[src/rtl/mem_access_unit.sv]
// mem_access_unit: two-state load/store unit between the EX stage and a
// ready/valid data memory. One outstanding access at a time; every output is
// registered. Misaligned accesses and memory timeouts raise a one-cycle
// mem_err pulse.
module mem_access_unit #(
  parameter int unsigned TIMEOUT = 15
) (
  input  logic        clk,
  input  logic        rst_n,
  input  logic        ex_valid,
  input  logic        is_ld,
  input  logic        is_st,
  input  logic [31:0] alu_result,
  input  logic [31:0] store_data,
  output logic        mem_req,
  output logic        mem_we,
  output logic [31:0] mem_addr,
  output logic [31:0] mem_wdata,
  input  logic        mem_ready,
  input  logic [31:0] mem_rdata,
  output logic [31:0] ld_result,
  output logic        ld_valid,
  output logic        stall,
  output logic        mem_err
);

  // Counter is 4 bits wide, so only the low nibble of TIMEOUT is meaningful.
  localparam logic [3:0] TimeoutLim = 4'(TIMEOUT);

  typedef enum logic {
    IDLE = 1'b0,
    BUSY = 1'b1
  } state_e;

  state_e      state_q,     state_d;
  logic [3:0]  cnt_q,       cnt_d;
  logic        mem_req_q,   mem_req_d;
  logic        mem_we_q,    mem_we_d;
  logic [31:0] mem_addr_q,  mem_addr_d;
  logic [31:0] mem_wdata_q, mem_wdata_d;
  logic [31:0] ld_result_q, ld_result_d;
  logic        ld_valid_q,  ld_valid_d;
  logic        stall_q,     stall_d;
  logic        mem_err_q,   mem_err_d;

  logic        access;
  logic        aligned;
  logic [3:0]  cnt_inc;

  assign access  = ex_valid & (is_ld | is_st);
  assign aligned = (alu_result[1:0] == 2'b00);
  assign cnt_inc = cnt_q + 4'd1;

  // Next-state and next-output computation for the IDLE/BUSY controller.
  always_comb begin
    state_d     = state_q;
    cnt_d       = cnt_q;
    mem_req_d   = mem_req_q;
    mem_we_d    = mem_we_q;
    mem_addr_d  = mem_addr_q;
    mem_wdata_d = mem_wdata_q;
    ld_result_d = ld_result_q;
    stall_d     = stall_q;
    ld_valid_d  = 1'b0;
    mem_err_d   = 1'b0;

    unique case (state_q)
      IDLE: begin
        if (access) begin
          if (aligned) begin
            state_d     = BUSY;
            cnt_d       = '0;
            mem_req_d   = 1'b1;
            stall_d     = 1'b1;
            // A combined ld+st request is treated as a load.
            mem_we_d    = ~is_ld;
            mem_addr_d  = {alu_result[31:2], 2'b00};
            mem_wdata_d = store_data;
          end else begin
            mem_err_d = 1'b1;
          end
        end
      end
      BUSY: begin
        // Completion wins over a timeout landing in the same cycle.
        if (mem_ready) begin
          state_d   = IDLE;
          cnt_d     = '0;
          mem_req_d = 1'b0;
          stall_d   = 1'b0;
          if (!mem_we_q) begin
            ld_result_d = mem_rdata;
            ld_valid_d  = 1'b1;
          end
        end else if (cnt_inc == TimeoutLim) begin
          state_d   = IDLE;
          cnt_d     = '0;
          mem_req_d = 1'b0;
          stall_d   = 1'b0;
          mem_err_d = 1'b1;
        end else begin
          cnt_d = cnt_inc;
        end
      end
      default: begin
        state_d   = IDLE;
        cnt_d     = '0;
        mem_req_d = 1'b0;
        stall_d   = 1'b0;
      end
    endcase
  end

  // State and registered outputs; reset clears everything asynchronously.
  always_ff @(posedge clk or negedge rst_n) begin
    if (!rst_n) begin
      state_q     <= IDLE;
      cnt_q       <= '0;
      mem_req_q   <= 1'b0;
      mem_we_q    <= 1'b0;
      mem_addr_q  <= '0;
      mem_wdata_q <= '0;
      ld_result_q <= '0;
      ld_valid_q  <= 1'b0;
      stall_q     <= 1'b0;
      mem_err_q   <= 1'b0;
    end else begin
      state_q     <= state_d;
      cnt_q       <= cnt_d;
      mem_req_q   <= mem_req_d;
      mem_we_q    <= mem_we_d;
      mem_addr_q  <= mem_addr_d;
      mem_wdata_q <= mem_wdata_d;
      ld_result_q <= ld_result_d;
      ld_valid_q  <= ld_valid_d;
      stall_q     <= stall_d;
      mem_err_q   <= mem_err_d;
    end
  end

  assign mem_req   = mem_req_q;
  assign mem_we    = mem_we_q;
  assign mem_addr  = mem_addr_q;
  assign mem_wdata = mem_wdata_q;
  assign ld_result = ld_result_q;
  assign ld_valid  = ld_valid_q;
  assign stall     = stall_q;
  assign mem_err   = mem_err_q;

endmodule

[config.mk]
export PLATFORM = sky130hd
export DESIGN_NAME = mem_access_unit
export DESIGN_NICKNAME = d
export VERILOG_FILES = /design/src/rtl/mem_access_unit.sv
export SDC_FILE = /design/constraint.sdc
export NUM_CORES = 1
export LEC_CHECK = 0
export ABC_AREA = 1
export CAP_MARGIN = 5
export CORE_MARGIN = 4
export CORE_UTILIZATION = 26
export CTS_CLUSTER_SIZE = 16
export DETAILED_ROUTE_END_ITERATION = 16
export GPL_TIMING_DRIVEN = 0
export PLACE_DENSITY_LB_ADDON = 0.1
export SLEW_MARGIN = 20
export SYNTH_ARGS = -nofsm -noshare
export SYNTH_HDL_FRONTEND = slang
export SYNTH_SLANG_ARGS = --single-unit
export TNS_END_PERCENT = 50
[constraint.sdc]
create_clock -name clk -period 2.4 [get_ports clk]
set_input_delay 0.6 -clock clk [delete_from_list [all_inputs] [get_ports clk]]
set_output_delay 0.6 -clock clk [all_outputs]
set_load 0.02 [all_outputs]
==> impl_metrics.env <==
export IMPL_areaGrowthSynthToFinish_pct=63.5
export IMPL_pin_count_of_the_biggest_net_entering_global_routing=53
export IMPL_synth_warnings=0
export IMPL_clock_latency_ns=0.34
export IMPL_max_slew_worst_pin_slew_ns=0.517
export IMPL_deepest_level_of_the_cts_h_tree=3
export IMPL_avgViaCountPerCell=4.09
export IMPL_setup_bufs_post_cts=0
export IMPL_postPlaceCellArea_sq_um=6310
export IMPL_period_minus_ws_final_ns=2.03
export IMPL_boundaryPins=203
export IMPL_clkSinkCount=103
export IMPL_grt_overall_usage_pct=13.7
export IMPL_initial_utilization_pct=26.6
export IMPL_synthCells=462
export IMPL_drt_first_iter_violations=151
export IMPL_total_leakage_power_nw=3.27
export IMPL_max_cap_violations=0
export IMPL_cp_end_kind="output pin"
export IMPL_floorplan_rows=45
export IMPL_fin_cells=868
export IMPL_placeableCoreArea_sq_um=15200
export IMPL_worstSetupPathType="reg2out"
export IMPL_floorplan_die_height_um=133
export IMPL_grt_pass1_wl_um=19300
export IMPL_drc=0
export IMPL_setup_viol=0
export IMPL_fp_dieW_um=133
export IMPL_num_vias=3549
export IMPL_n_fill_cell=1510
export IMPL_hold_path_class="in2async"
export IMPL_post_synth_instance_area_sq_um=4040
export IMPL_final_min_period_over_clock_period_pct=84.5
export IMPL_gp_congestion=0.762
export IMPL_design_area_sq_um=6610
export IMPL_irDropWorstVdd_mv=0.390
export IMPL_fin_nets=779
export IMPL_post_route_cells_drive_above_1_share_pct=5.88
export IMPL_remaining_antenna_violation_count=0
export IMPL_post_synth_main_area_contributors="sky130_fd_sc_hd__dfrtp_1 64%, sky130_fd_sc_hd__nand2_1 28%, sky130_fd_sc_hd__buf_6 1.7%, sky130_fd_sc_hd__inv_1 1.2%, sky130_fd_sc_hd__buf_2 1.1%"
export IMPL_postSynthAreaPerCell_sq_um=8.75
export IMPL_post_dp_hpwl_um=9020
export IMPL_detail_route_first_pass_iterations=4
export IMPL_fin_setup_tns_ns=0
export IMPL_clock_path_buffers=2
export IMPL_timing_critical_path_arrival_ns=1.43
export IMPL_dp_cells=852
export IMPL_max_freq_ghz=0.493
export IMPL_final_hold_violation_count=0
export IMPL_critical_path_peak_fanout=3
export IMPL_grt_antenna_before_repair=0
export IMPL_clockRootBuffer="sky130_fd_sc_hd__clkbuf_16"
export IMPL_critical_path_required_ns=1.80
export IMPL_layout_setup_ws_ns=0.373
export IMPL_count_of_buffers_inserted_at_the_top_level_ports=200
export IMPL_tritoncts_num_buffers=9
export IMPL_postCtsHoldBufs=0
export IMPL_drt_wl_total_um=11800
export IMPL_tritoncts="yes"
export IMPL_cts_reportedPaths_clkPinSlew_ns=0.06
export IMPL_maxSlewViolCount=0
export IMPL_fp_dieArea_sq_um=17600
export IMPL_post_place_ws_ns=0.124
export IMPL_vias_in_the_first_global_route=3652
export IMPL_synth_top_area_share_pct=63.8
export IMPL_rsz0062_at_grt="no"
export IMPL_finClkSkew_ns=0.00815
export IMPL_cts_repair_resize_count=0
export IMPL_post_synth_num_cell_types=19
export IMPL_insertedDiodeCount=0
export IMPL_synth_ff_latch_count=103
export IMPL_mean_routed_wirelength_per_cell_um=13.6
export IMPL_synth_yosys_seq_area_share_pct=63.8
export IMPL_timing_critical_path_from_type="flop"
export IMPL_overflow=0
export IMPL_pwr_density_cell_nw_per_um2=847
export IMPL_synthDominantAreaCellType="sky130_fd_sc_hd__dfrtp_1"
export IMPL_max_slew_margin_rel_pct=65.6
export IMPL_run_status="completed"
-- routing by layer --
layer,share of wire (%),track usage (%),vias up
met4,1.6,5.20,0
met3,5.7,3.92,11
met5,0,0,-
met2,47,22.1,109
met1,45,17.5,1629
li1,-,-,1800
-- critical path, stage by stage, from the launching register on --
cell                              delay [ns]
sky130_fd_sc_hd__dfrtp_1                0.38
sky130_fd_sc_hd__buf_4                  0.12
sky130_fd_sc_hd__clkdlybuf4s50_1        0.59
-- final timing paths --
check                         startpoint       endpoint  slack [ns]  depth (start not counted)
min in group clk           mem_wdata[18]  mem_wdata[18]        0.47                          2
max reg2reg                     cnt_q[0]       cnt_q[0]        1.01                          7
min reg2reg                mem_wdata[18]  mem_wdata[18]        0.47                          2
max                                stall          stall        0.37                          2
max in group asynchronous          rst_n  ld_result[14]        1.57                          2
min                                rst_n  mem_wdata[18]        0.20                          1
-- final cells by class --
cell class / instances / area (sq um) / share of cell area [%]
timing repair buffer: 201 / 2030 / 30.7
clock buffer: 10 / 239 / 3.61
multi-input combinational: 324 / 1270 / 19.2
tap: 188 / 235 / 3.56
sequential: 103 / 2580 / 39.0
clock inverter: 6 / 60.1 / 0.908
buffer: 22 / 150 / 2.27
inverter: 14 / 52.6 / 0.795
-- synthesized netlist by cell type --
cell type / instances
sky130_fd_sc_hd__nand3_1: 2
sky130_fd_sc_hd__nor2_2: 1
sky130_fd_sc_hd__nand2_1: 303
sky130_fd_sc_hd__inv_1: 13
sky130_fd_sc_hd__o31ai_1: 1
sky130_fd_sc_hd__buf_4: 3
sky130_fd_sc_hd__clkbuf_1: 4
sky130_fd_sc_hd__ha_1: 2
sky130_fd_sc_hd__nor2_4: 1
sky130_fd_sc_hd__buf_6: 6
sky130_fd_sc_hd__nand4_1: 1
sky130_fd_sc_hd__a21oi_1: 1
sky130_fd_sc_hd__nor2_1: 4
sky130_fd_sc_hd__conb_1: 1
sky130_fd_sc_hd__buf_2: 9
sky130_fd_sc_hd__inv_2: 1
sky130_fd_sc_hd__o21ai_0: 5
sky130_fd_sc_hd__dfrtp_1: 103
sky130_fd_sc_hd__nand3_2: 1
-- power breakdown --
| group | internal (mW) | switching (mW) | total, mW |
|---|---|---|---|
| Combinational | 0.914 | 0.920 | 1.83 |
| Clock | 0.832 | 0.643 | 1.47 |
| Sequential | 2.10 | 0.197 | 2.29 |
-- placed cells by master (no fill, tap or decap), types with 2 or more instances in the layout --
master | Yosys | routed
sky130_fd_sc_hd__ha_1 | 2 | 2
sky130_fd_sc_hd__nand2_1 | 303 | 303
sky130_fd_sc_hd__clkinv_2 | 0 | 3
sky130_fd_sc_hd__buf_6 | 6 | 7
sky130_fd_sc_hd__buf_2 | 9 | 9
sky130_fd_sc_hd__inv_1 | 13 | 13
sky130_fd_sc_hd__clkdlybuf4s50_1 | 0 | 199
sky130_fd_sc_hd__clkbuf_1 | 4 | 4
sky130_fd_sc_hd__o21ai_0 | 5 | 5
sky130_fd_sc_hd__clkbuf_16 | 0 | 9
sky130_fd_sc_hd__clkinvlp_4 | 0 | 2
sky130_fd_sc_hd__nand3_1 | 2 | 2
sky130_fd_sc_hd__dfrtp_1 | 103 | 103
sky130_fd_sc_hd__nor2_1 | 4 | 4
sky130_fd_sc_hd__conb_1 | 1 | 2
sky130_fd_sc_hd__buf_4 | 3 | 3
-- kinds of logic (layout without fill, tap and decap cells) --
kind of cell             Yosys count  after routing  synth area share, %
other                              1              2               0.0928
AO/OA/AOI/OAI                      7              7                0.928
AND/OR/NAND/NOR                  313            313                 29.6
adder cells (fa/ha/maj)            2              2                0.619
flip-flops                       103            103                 63.8
buffers and inverters             36            253                 5.01
-- flip-flops by register name (all words and copies together), names as in the netlist --
signal     cells
state_q        1
mem_err        1
mem_addr      30
ld_result     32
mem_wdata     32
stall          1
mem_we         1
cnt_q          4
ld_valid       1
-- through the flow --
step	hold WS (ns)	power, mW	util [%]
2_1_floorplan	0.304	3.10	-
3_3_place_gp	0.453	4.17	41.3
3_5_place_dp	0.459	4.19	41.5
4_1_cts	0.213	5.71	43.5
5_1_grt	0.228	5.93	43.5
6_report	0.203	5.60	43.5
Power figures use the tool's default switching activity.
